$ cat src/rtl/mem_port_arbiter.sv
// Arbiter sharing one variable-latency memory port between instruction fetch and load/store.
// Data wins ties unless fetch has been passed over MAX_STARVE times in a row.
//
// state | meaning
// IDLE  | arbitrate pending requests, latch attributes of the winner
// FETCH | fetch access in flight, waiting for i_mem_ready or timeout
// DATA  | load/store access in flight, waiting for i_mem_ready or timeout
// RESP  | ack (and err) pulse to the owner; requests not sampled
module mem_port_arbiter #(
  parameter int ADDR_W     = 32,
  parameter int DATA_W     = 32,
  parameter int TIMEOUT    = 16,
  parameter int MAX_STARVE = 3
) (
  input  logic              i_clk_sys,
  input  logic              i_rst_b,
  input  logic              i_if_req,
  input  logic [ADDR_W-1:0] i_if_addr,
  output logic [DATA_W-1:0] o_if_rdata,
  output logic              o_if_ack,
  input  logic              i_d_req,
  input  logic              i_d_we,
  input  logic [ADDR_W-1:0] i_d_addr,
  input  logic [DATA_W-1:0] i_d_wdata,
  input  logic [3:0]        i_d_be,
  output logic [DATA_W-1:0] o_d_rdata,
  output logic              o_d_ack,
  output logic              o_err,
  output logic              o_mem_req,
  output logic              o_mem_we,
  output logic [ADDR_W-1:0] o_mem_addr,
  output logic [DATA_W-1:0] o_mem_wdata,
  output logic [3:0]        o_mem_be,
  input  logic [DATA_W-1:0] i_mem_rdata,
  input  logic              i_mem_ready,
  output logic              o_core_stall
);

  localparam int SW = $clog2(MAX_STARVE + 1);
  localparam int WW = $clog2(TIMEOUT);
  localparam logic [SW-1:0] STARVE_MAX = SW'(MAX_STARVE);
  localparam logic [WW-1:0] WAIT_LAST  = WW'(TIMEOUT - 1);

  typedef enum logic [1:0] {S_IDLE, S_FETCH, S_DATA, S_RESP} state_t;

  state_t              r_state;
  logic [SW-1:0]       r_starve_cnt;
  logic [WW-1:0]       r_wait_cnt;
  logic                r_mem_req;
  logic                r_mem_we;
  logic [ADDR_W-1:0]   r_mem_addr;
  logic [DATA_W-1:0]   r_mem_wdata;
  logic [3:0]          r_mem_be;
  logic [DATA_W-1:0]   r_if_rdata;
  logic [DATA_W-1:0]   r_d_rdata;
  logic                r_if_ack;
  logic                r_d_ack;
  logic                r_err;

  logic w_grant_fetch;
  logic w_grant_data;
  logic w_done;

  assign w_grant_fetch = i_if_req & (~i_d_req | (r_starve_cnt == STARVE_MAX));
  assign w_grant_data  = i_d_req & ~w_grant_fetch;
  // a ready in the last wait cycle wins over the timeout
  assign w_done        = i_mem_ready | (r_wait_cnt == WAIT_LAST);

  always_ff @(posedge i_clk_sys) begin
    if (!i_rst_b) begin
      r_state      <= S_IDLE;
      r_starve_cnt <= '0;
      r_wait_cnt   <= '0;
      r_mem_req    <= 1'b0;
      r_mem_we     <= 1'b0;
      r_mem_addr   <= '0;
      r_mem_wdata  <= '0;
      r_mem_be     <= '0;
      r_if_rdata   <= '0;
      r_d_rdata    <= '0;
      r_if_ack     <= 1'b0;
      r_d_ack      <= 1'b0;
      r_err        <= 1'b0;
    end else begin
      r_if_ack <= 1'b0;
      r_d_ack  <= 1'b0;
      r_err    <= 1'b0;
      case (r_state)
        S_IDLE: begin
          r_wait_cnt <= '0;
          if (w_grant_fetch) begin
            r_state      <= S_FETCH;
            r_mem_req    <= 1'b1;
            r_mem_we     <= 1'b0;
            r_mem_addr   <= i_if_addr;
            r_mem_wdata  <= '0;
            r_mem_be     <= '0;
            r_starve_cnt <= '0;
          end else if (w_grant_data) begin
            r_state     <= S_DATA;
            r_mem_req   <= 1'b1;
            r_mem_we    <= i_d_we;
            r_mem_addr  <= i_d_addr;
            r_mem_wdata <= i_d_wdata;
            r_mem_be    <= i_d_be;
            if (!i_if_req)
              r_starve_cnt <= '0;
            else if (r_starve_cnt != STARVE_MAX)
              r_starve_cnt <= r_starve_cnt + SW'(1);
          end
        end
        S_FETCH, S_DATA: begin
          if (w_done) begin
            r_mem_req <= 1'b0;
            r_state   <= S_RESP;
            r_err     <= ~i_mem_ready;
            if (r_state == S_FETCH) begin
              r_if_ack   <= 1'b1;
              r_if_rdata <= i_mem_ready ? i_mem_rdata : '0;
            end else begin
              r_d_ack   <= 1'b1;
              r_d_rdata <= (i_mem_ready && !r_mem_we) ? i_mem_rdata : '0;
            end
          end else begin
            r_wait_cnt <= r_wait_cnt + WW'(1);
          end
        end
        S_RESP:  r_state <= S_IDLE;
        default: r_state <= S_IDLE;
      endcase
    end
  end

  assign o_mem_req    = r_mem_req;
  assign o_mem_we     = r_mem_we;
  assign o_mem_addr   = r_mem_addr;
  assign o_mem_wdata  = r_mem_wdata;
  assign o_mem_be     = r_mem_be;
  assign o_if_rdata   = r_if_rdata;
  assign o_d_rdata    = r_d_rdata;
  assign o_if_ack     = r_if_ack;
  assign o_d_ack      = r_d_ack;
  assign o_err        = r_err;
  assign o_core_stall = (i_if_req & ~r_if_ack) | (i_d_req & ~r_d_ack);

endmodule
$ cat config.mk
export PLATFORM = sky130hd
export DESIGN_NAME = mem_port_arbiter
export DESIGN_NICKNAME = d
export VERILOG_FILES = /design/src/rtl/mem_port_arbiter.sv
export SDC_FILE = /design/constraint.sdc
export NUM_CORES = 1
export LEC_CHECK = 0
export ABC_AREA = 1
export ABC_CLOCK_PERIOD_IN_PS = 1670
export BUFFER_PORTS_ARGS = -buffer_cell sky130_fd_sc_hd__buf_2
export CORE_UTILIZATION = 45
export DETAILED_ROUTE_END_ITERATION = 10
export PLACE_DENSITY = 0.77
export SYNTH_ARGS = -nofsm -noshare
export SYNTH_HDL_FRONTEND = slang
export SYNTH_SLANG_ARGS = --single-unit
$ cat constraint.sdc
create_clock -name i_clk_sys -period 1.67 [get_ports i_clk_sys]
set_input_delay 0.0835 -clock i_clk_sys [delete_from_list [all_inputs] [get_ports i_clk_sys]]
set_output_delay 0.0835 -clock i_clk_sys [all_outputs]
set_load 0.01 [all_outputs]
==> run metrics, run 1 <==
TritonCTS Buffers 17; Layout Skew 7.22 ps; Worst Setup Start Kind flip-flop; I/O Pins approximately 280; CP Capture Type flip-flop; post-synthesis sequential area ratio 0.479; 1st-pass router iterations 8; worst-path maximum fanout 26; # diodes 0; clock sinks between 100 and 150; placed cells 1275; dpl ws roughly 160 ps; R2R cell count 10; R2R Setup Slk around 94 ps; Multi-input gate area about 0.0026 sq mm; DRC 0; TritonCTS clock tree built; # setup viols final 0; row count between 40 and 50; first-pass GRT wire length between 30000 and 40000 microns; Worst-path clk slew roughly 60 ps; share of cells above drive strength 1 0.268; number of global-route vias before repair about 7000; WS Path Type flip-flop to flip-flop; H-tree levels 4; worst slew pin tran about 700 ps; Worst Path Arrival approximately 2000 ps; Post-DRT Antenna Nets 0; Critical Path RT about 2000 ps; total length of routed wires roughly 22000 microns; final worst slack 93.7 ps; CP top delay family buffers and inverters; Final GP Congestion about 0.84; Critical Path Stages 10; Filler cells 945; die height about 120 microns; CTS max path bufs 2; Worst Setup SP r_state[1]; syn_area_per_cell ~7 sq um; slowest stage delay, CP just over 300 ps; CP cell instances inv_1 -> ha_1 -> inv_2 -> a21oi_4 -> buf_4 -> clkbuf_16 -> nor2_1 -> nor2_1 -> nand2_1 -> inv_1; CORE AREA ~0.013 sq mm; routed length per instance 15.1 microns; Post-Syn Area roughly 0.006 sq mm; Layout Utilization 0.727; Final Cycle Share 0.944; vias post-DR around 7400; Slew Limit Fails 0; YS warnings 0; 1st-iter DRT viols 673; Fmax around 0.63 GHz; largest net degree at the start of global routing between 100 and 150; layout overhead on the synthesized area 58.3%; Fin. Hold Viols 0; Die Area roughly 0.014 sq mm; leakage 0.00499 uW; sequential cell area between 0.002 and 0.003 sq mm; Seq cells post-synth approximately 150; layout net count about 1400; total track usage 0.306; Crit Reg-Reg Endpoint o_mem_addr[24]; VDD IR-drop max 0.966 mV; Slowest cell on crit path dfxtp_1; RR Startpoint r_state[1]; critical path capture point o_mem_addr[24]; max_slew headroom 0.539; max cap viols 0; non-filler instance count after layout ~1400; initial antenna violation count 1; IO buf count around 280; insertion delay to the later sink of the worst-skew pair ~420 ps; min Tclk post-route between 1500 and 2000 ps; dpl hpwl between 10000 and 15000 microns; starting density of the core 0.459; cell area after placement about 0.0076 sq mm; status finished, final reports clean; Syn Inst Count between 800 and 900; worst path bufs/invs 5; post-synthesis cell type count 25; syn_nets about 1000; Die X approximately 120 microns; Final Cell Area between 0.009 and 0.01 sq mm; overall power ~14000 uW; Hold Crit Class input port to flip-flop; Pwr per Cell Area 1470 mW/mm^2; GRT overflow 0; CTS Root Cell clkbuf_16; vias per cell between 5 and 6
## worst register-to-register path, cell delays in order, from the launching register on
cell and delay (ps):
dfxtp_1 310, inv_1 70, ha_1 200, inv_2 70, a21oi_4 240, buf_4 170
clkbuf_16 190, nor2_1 70, nor2_1 80, nand2_1 70, inv_1 60
## per-stage QoR
stage / TNS, ps / hold WS (ps)
2_1_floorplan: 0 / 223
3_3_place_gp: 0 / 312
3_5_place_dp: 0 / 319
4_1_cts: 0 / 2.56
5_1_grt: -4.01 / 50.3
6_report: 0 / 52.4
## cell usage in the layout, fill, tap and decap left out, drive strengths merged
| cell type | count |
|---|---|
| buf | 296 |
| nand2 | 207 |
| dfxtp | 145 |
| dlygate4sd3 | 133 |
| nor2 | 133 |
| a21oi | 79 |
| inv | 76 |
| nand3 | 75 |
| o21ai | 73 |
| clkbuf | 23 |
| clkinv | 8 |
| nand4 | 7 |
| nor3b | 4 |
| ha | 4 |
| bufinv | 3 |
| o22ai | 1 |
| nor4 | 1 |
## final cells by class
type | count | share of cell area
multi-input cells | 584 | 0.271
flip-flops and latches | 145 | 0.303
clock inverters | 10 | 0.0138
inverters | 77 | 0.0302
well taps | 176 | 0.0230
repair buffers | 430 | 0.310
clock buffers | 22 | 0.0495
## sequential cells by signal, indices dropped and copies added (netlist names)
name / flops
o_mem_addr: 32
o_mem_req: 1
o_mem_we: 1
o_mem_be: 4
r_starve_cnt: 2
r_state: 2
o_d_ack: 1
o_if_ack: 1
r_wait_cnt: 4
o_d_rdata: 32
o_mem_wdata: 32
o_if_rdata: 32
o_err: 1
## timing repair
item | in CTS | in global routing
hold buffers | 133 | 0
gates resized for setup | 0 | 5
buffers inserted | 0 | 3
hold endpoints to repair | 131 | 0
setup endpoints to repair | 0 | 20
## routing by layer
metal  share of wire  wire, microns  vias up  track usage
li1                -              -     3519            -
met1            0.38           8320     3353        0.337
met5               0              0        -            0
met3           0.084           1840      109       0.0945
met4           0.048           1060        0        0.181
met2            0.49          10700      426        0.516
## cell usage after synthesis
cell type  number  area share
nand2_1       206        0.13
dfxtp_1       145        0.48
nor2_1        132       0.082
a21oi_1        78       0.064
nand3_1        74       0.061
inv_1          72       0.045
o21ai_0        59       0.049
clkbuf_1       28       0.017
buf_2          21       0.017
o21ai_1        14       0.012
buf_4           7      0.0087
nand4_1         6      0.0062
ha_1            4      0.0083
inv_2           4      0.0025
nor3b_1         4      0.0050
buf_6           2      0.0037
a21oi_2         1      0.0014
buf_1           1     0.00062
clkinv_1        1     0.00062
nand2_2         1      0.0010
nand3_2         1      0.0017
nand4_2         1      0.0021
nor2_4          1      0.0019
nor4_1          1      0.0010
o22ai_1         1      0.0010
## report_power, final
group          switching, uW  internal, uW
clock network           1450          2460
registers                483          4340
logic                   3210          2160
## cells by family (layout without fill, tap and decap cells)
kind of cell               count (synthesis)  in the layout  share of synthesized area
and+or+nand+nor                          427            427                      0.290
adders and majority gates                  4              4                    0.00827
DFF                                      145            145                      0.479
AOI/OAI and AO/OA                        153            153                      0.127
buffers and inverters                    136            539                     0.0955
## worst min path at each step
stage | start | to | slack [ps] | cells after the start
6_report | i_d_addr[2] | o_mem_addr[2] | 50 | 5
2_1_floorplan | i_mem_rdata[1] | o_d_rdata[1] | 220 | 2
3_3_place_gp | i_d_wdata[31] | o_mem_wdata[31] | 310 | 3
4_1_cts | i_d_addr[2] | o_mem_addr[2] | 3 | 5
5_1_grt | i_d_addr[2] | o_mem_addr[2] | 50 | 5
3_5_place_dp | i_d_wdata[31] | o_mem_wdata[31] | 320 | 3
Note: power is estimated with default switching activity, not from simulation.
==> inputs of run 2 (changes only) <==
CELL_PAD_IN_SITES_DETAIL_PLACEMENT = 0   (was default)
CELL_PAD_IN_SITES_GLOBAL_PLACEMENT = 1   (was default)
CORE_MARGIN = 3   (was default)
CORE_UTILIZATION = 32   (was 45)
PLACE_DENSITY = default   (was 0.77)
PLACE_DENSITY_LB_ADDON = 0.1   (was default)
==> run 2 against run 1 <==
  * Design area is 0.64% higher
  * Cell count rose by 3.5%
  * Sequential share of layout area fell by 0.19 points
  * Register-to-register slack improved by 40 ps
  * First-iteration DRC count fell by 53%
  * Worst hold slack better by 86 ps
  * Global-route usage is 11 points lower
  * Wire length decreased by 7.7%
  * Maximum frequency grew 2.7%
  * Power shrank 0.97%
  * Largest power group unchanged
==> run metrics, run 2 (synthesis results as in run 1) <==
Final Cycle Share 0.919 (-0.0248); # setup viols final 0 (unchanged); max cap viols 0 (unchanged); Slew Limit Fails 0 (unchanged); IO buf count 275 (unchanged); Fin. Hold Viols 0 (unchanged); Cells on Worst Hold Path 4 (-1); Post-DRT Antenna Nets 0 (unchanged); non-filler instance count after layout 1495 (+3.5%); worst slew pin tran 765 ps (+75.1 ps); max_slew headroom 0.489 (-0.0502); CP Capture Type flip-flop; share of cells above drive strength 1 0.267 (-0.00116); routed length per instance 13.5 microns (-11%); Worst Setup SP r_state[0]; number of global-route vias before repair 6603 (-6.1%); Worst Setup Start Kind flip-flop; die height 144 microns (+22%); vias post-DR 6654 (-10%); total length of routed wires 20200 microns (-7.7%); hold_sp i_rst_b; Final GP Congestion 0.774 (-7.4%); CTS Root Cell clkbuf_16; commonest non-fill, non-tap cells in the layout buf_2 (275), nand2_1 (205), dfxtp_1 (145); Sw Share 0.361 (-0.00396); starting density of the core 0.331 (-0.128); Worst-path clk slew 60 ps (about the same); GRT overflow 0 (unchanged); I/O Pins 276 (unchanged); total track usage 0.194 (-0.112); commonest non-fill, non-tap cell in the layout buf_2; combinational power share 0.360 (-0.021); Int Power 8930 uW (-0.35%); DRC 0 (unchanged); setup_tns 0 ps (unchanged); Die Area 0.0206 sq mm (+48%); first-pass GRT wire length 32500 microns (-3.8%); VDD IR-drop max 0.824 mV (-15%); dpl hpwl 12900 microns (+15%); min Tclk post-route 1530 ps (-41.5 ps); vias per cell 4.45 (-13%); TritonCTS clock tree built; Worst Path Arrival 1850 ps (-100 ps); status finished, final reports clean; H-tree levels 4 (unchanged); clock sinks 145 (unchanged); Die X 144 microns (+22%); layout net count 1395 (-0.14%); leakage 0.00496 uW (-0.48%); placed cells 1329 (+4.2%); TritonCTS Buffers 17 (unchanged); RR Startpoint r_state[0]; Critical Path RT 1990 ps (-50 ps); largest net degree at the start of global routing 72 (-29%); # diodes 0 (unchanged); net load switching power 5040 uW (-2.0%); Fmax 0.652 GHz (+2.7%); initial antenna violation count 0 (-1); 1st-pass router iterations 4 (-4); WS Path Type flip-flop to flip-flop; worst-path maximum fanout 31 (+19%); R2R cell count 8 (-2); Pwr per Cell Area 1450 mW/mm^2 (-1.6%); Hold Crit Class input port to flip-flop; 1st-iter DRT viols 316 (-53%); layout overhead on the synthesized area 59.3%; row count 49 (+17%); insertion delay to the later sink of the worst-skew pair 420 ps (about the same); CTS max path bufs 2 (unchanged); CORE AREA 0.0183 sq mm (+39%); Clk network pwr share 0.300 (+0.023); Layout Skew 9.14 ps (+1.93 ps); sequential power share 0.340 (-0.002)
-- run 2: cell count changes in the layout (fill, tap and decap cells not counted), sizes merged --
cell         change
dlygate4sd3      +1
clkinvlp         +3
bufinv           +1
clkbuf           -4
buf              -2
inv              +5
clkinv           -6
-- run 2: timing repair --
| action | CTS | global route |
|---|---|---|
| endpoints found under the setup margin | 1 | 70 |
| buffers inserted | 0 | 0 |
| hold buffers | 134 | 0 |
| endpoints found under the hold margin | 131 | 0 |
| pin swaps | 0 | 0 |
| gates resized for setup | 1 | 5 |
-- run 2: worst paths after layout --
kind | to | slack (ps)
min reg2reg | o_mem_req | 460
max reg2reg | o_mem_addr[23] | 140
max | o_mem_addr[23] | 140
min | o_d_rdata[27] | 140
-- run 2: final cells by class --
cell class	instances	area (sq um)
multi-input combinational	584	2610
clock inverter	13	200
clock buffer	19	443
inverter	77	292
timing repair buffer	428	2910
tap	229	287
sequential	145	2900
fill	1827	8620
-- run 2: critical path, stage by stage, from the launching register on --
cell and delay, ps:
dfxtp_1 320, inv_1 100, ha_4 160, inv_2 50, a21oi_4 190, buf_4 360, nand3_1 130, nand2_1 80
inv_1 30
-- run 2: metrics by stage --
step | hold slack [ps] | cell area, sq um | setup WS, ps | total power, uW | utilization
5_1_grt | 148 | 9650 | -6.72 | 15000 | 0.528
6_report | 139 | 9650 | 135 | 14000 | 0.528
3_3_place_gp | 316 | 7630 | 60.7 | 9580 | 0.418
4_1_cts | 114 | 9620 | 46.8 | 14100 | 0.526
2_1_floorplan | 223 | 6050 | 240 | 7930 | -
3_5_place_dp | 321 | 7630 | 34.2 | 9570 | 0.418
-- run 2: routing by layer --
layer / vias up / global-route usage / wire length [microns]
li1: 3522 / - / -
met4: 0 / 0.0535 / 265
met1: 2920 / 0.233 / 8760
met2: 192 / 0.337 / 9800
met5: - / 0 / 0
met3: 20 / 0.0586 / 1380
-- run 2: power by group through the flow --
stage	logic, uW	clock network, uW	registers (uW)
finish	5030	4180	4750
CTS	5030	4290	4750
global route	5750	4430	4850
global placement	4780	0	4800
detailed placement	4760	0	4810
floorplan	2720	0	5220
==> inputs of run 3 (changes only) <==
GPL_ROUTABILITY_DRIVEN = 1   (was default)
PLACE_DENSITY_LB_ADDON = 0.25   (was 0.1)
==> run 3 against run 2 <==
  * Clock-buffer cell count is 1 lower
  * Worst setup slack worse by 22 ps
  * Non-clock buffer count is 1 higher
  * Combinational power is 3% higher
  * Via count is 2.9% higher
  * Die area stayed put
  * Design area is 0.40% higher
  * Clock skew is 1.8 ps lower
  * Maximum frequency is 1.4% lower
==> run metrics, run 3 (synthesis results as in run 1) <==
Die Area 0.0206 sq mm (unchanged); slowest stage delay, CP 330 ps (-30 ps); # diodes 0 (unchanged); final worst slack 113 ps (-22.3 ps); commonest non-fill, non-tap cells in the layout buf_2 (275), nand2_1 (205), dfxtp_1 (145); top layer in use met4; H-tree levels 4 (unchanged); DRC 0 (unchanged); row count 49 (unchanged); non-filler instance count after layout 1495 (unchanged); number of global-route vias before repair 6575 (-0.42%); Worst Setup Start Kind flip-flop; 1st-pass router iterations 4 (unchanged); worst path bufs/invs 4 (unchanged); postcts setup bufs 0 (unchanged); CORE AREA 0.0183 sq mm (unchanged); layout net count 1396 (+0.072%); insertion delay to the later sink of the worst-skew pair 420 ps (about the same); 1st-iter DRT viols 284 (-10%); RR Startpoint r_state[0]; Final GP Congestion 0.752 (-2.8%); Final Cycle Share 0.932 (+0.0133); Die X 144 microns (unchanged); Worst Path Arrival 1930 ps (+80 ps); CP top delay family buffers and inverters; share of cells above drive strength 1 0.266 (-0.000790); total length of routed wires 20500 microns (+1.5%); Worst-path clk slew 60 ps (about the same); worst-path maximum fanout 22 (-29%); hold_sp i_d_req; starting density of the core 0.331 (unchanged); met3 WL 1420 microns (+3.1%); max cap viols 0 (unchanged); worst slew pin tran 754 ps (-11.1 ps); leakage 0.00499 uW (+0.53%); vias per cell 4.58 (+2.9%); total track usage 0.196 (+0.00238); metal2 WL 9740 microns (-0.56%); largest net degree at the start of global routing 70 (-2.8%); first-pass GRT wire length 32600 microns (+0.34%); dpl ws 101 ps (+66.5 ps); routed length per instance 13.7 microns (+1.5%); Fmax 0.642 GHz (-1.4%); Post-DRT Antenna Nets 0 (unchanged); Hold Crit Class input port to flip-flop; commonest non-fill, non-tap cell in the layout buf_2; clock sinks 145 (unchanged); overall power 14000 uW (+0.17%); sequential cell area 0.00290 sq mm (unchanged); CTS max path bufs 2 (unchanged); GRT overflow 0 (unchanged); setup_tns 0 ps (unchanged); dpl hpwl 13100 microns (+1.5%); CP Capture Type flip-flop; I/O Pins 276 (unchanged); Critical Path RT 2040 ps (+50 ps); VDD IR-drop max 0.750 mV (-8.9%); Filler cells 1820 (-0.38%); # setup viols final 0 (unchanged); WS Path Type flip-flop to flip-flop; Fin. Hold Viols 0 (unchanged); status finished, final reports clean; Pwr per Cell Area 1440 mW/mm^2 (-0.23%); M1 WL 8990 microns (+2.6%); IO buf count 275 (unchanged); die height 144 microns (unchanged); initial antenna violation count 0 (unchanged); Multi-input gate area 0.00260 sq mm (-0.38%); layout overhead on the synthesized area 60.0%; Worst Setup SP r_state[0]; vias post-DR 6844 (+2.9%); TritonCTS Buffers 17 (unchanged); Layout Skew 7.38 ps (-1.76 ps); Slowest cell on crit path dfxtp_1; min Tclk post-route 1560 ps (+22.3 ps); placed cells 1329 (unchanged); Slew Limit Fails 0 (unchanged); RSZ-0062 raised after global routing yes; max_slew headroom 0.496 (+0.00742); worst hold slack 140 ps (+1.56 ps); CTS Root Cell clkbuf_16; CP cell instances inv_1 -> ha_2 -> inv_2 -> a21oi_4 -> buf_4 -> nor2_1 -> nor2_1 -> nand2_1 -> inv_1; TritonCTS clock tree built
[run 3: cell count changes in the layout (fill, tap and decap cells not counted), moves of 2 or more]
cell / delta
buf_12: +5
buf_4: -6
clkinv_2: +3
clkinv_4: +2
clkinvlp_4: -2
inv_8: -2
[run 3: worst min-delay path, stage by stage]
cell and delay, ps:
buf_2 110, nand2_1 90, nand2_2 90, nand3_1 80
a21oi_1 60
[run 3: path summary, 6_finish.rpt]
| check | to | cells past startpoint | slack, ps |
|---|---|---|---|
| setup / recovery | o_mem_addr[4] | 9 | 110 |
| hold / removal | r_starve_cnt[0] | 5 | 140 |
| setup reg to reg | o_mem_addr[4] | 9 | 110 |
| hold reg to reg | o_d_rdata[21] | 2 | 460 |
[run 3: layout make-up]
cell class / instances / share of cell area
inverter: 77 / 0.0301
clock buffer: 18 / 0.0443
sequential: 145 / 0.300
timing repair buffer: 429 / 0.308
tap: 229 / 0.0296
clock inverter: 13 / 0.0193
multi-input combinational: 584 / 0.269
[run 3: where the power goes]
part / total, uW / switching [uW] / internal, uW
sequential: 4750 / 416 / 4340
clock: 4040 / 1540 / 2500
combinational: 5200 / 3060 / 2140
[run 3: metal layers]
| layer | up-vias | global-route usage |
|---|---|---|
| met4 | 0 | 0.0629 |
| li1 | 3526 | - |
| met3 | 28 | 0.0586 |
| met2 | 208 | 0.339 |
| met1 | 3082 | 0.234 |
| met5 | - | 0 |
[run 3: stage by stage]
step	cell area, sq um	utilization
detailed placement	7690	0.421
finish	9680	0.530
CTS	9660	0.529
global placement	7690	0.421
floorplan	6050	-
global route	9680	0.530
[run 3: what timing repair did]
item / CTS / global route
gates resized for setup: 0 / 6
endpoints found under the hold margin: 131 / 0
endpoints found under the setup margin: 0 / 65
hold buffers: 135 / 0
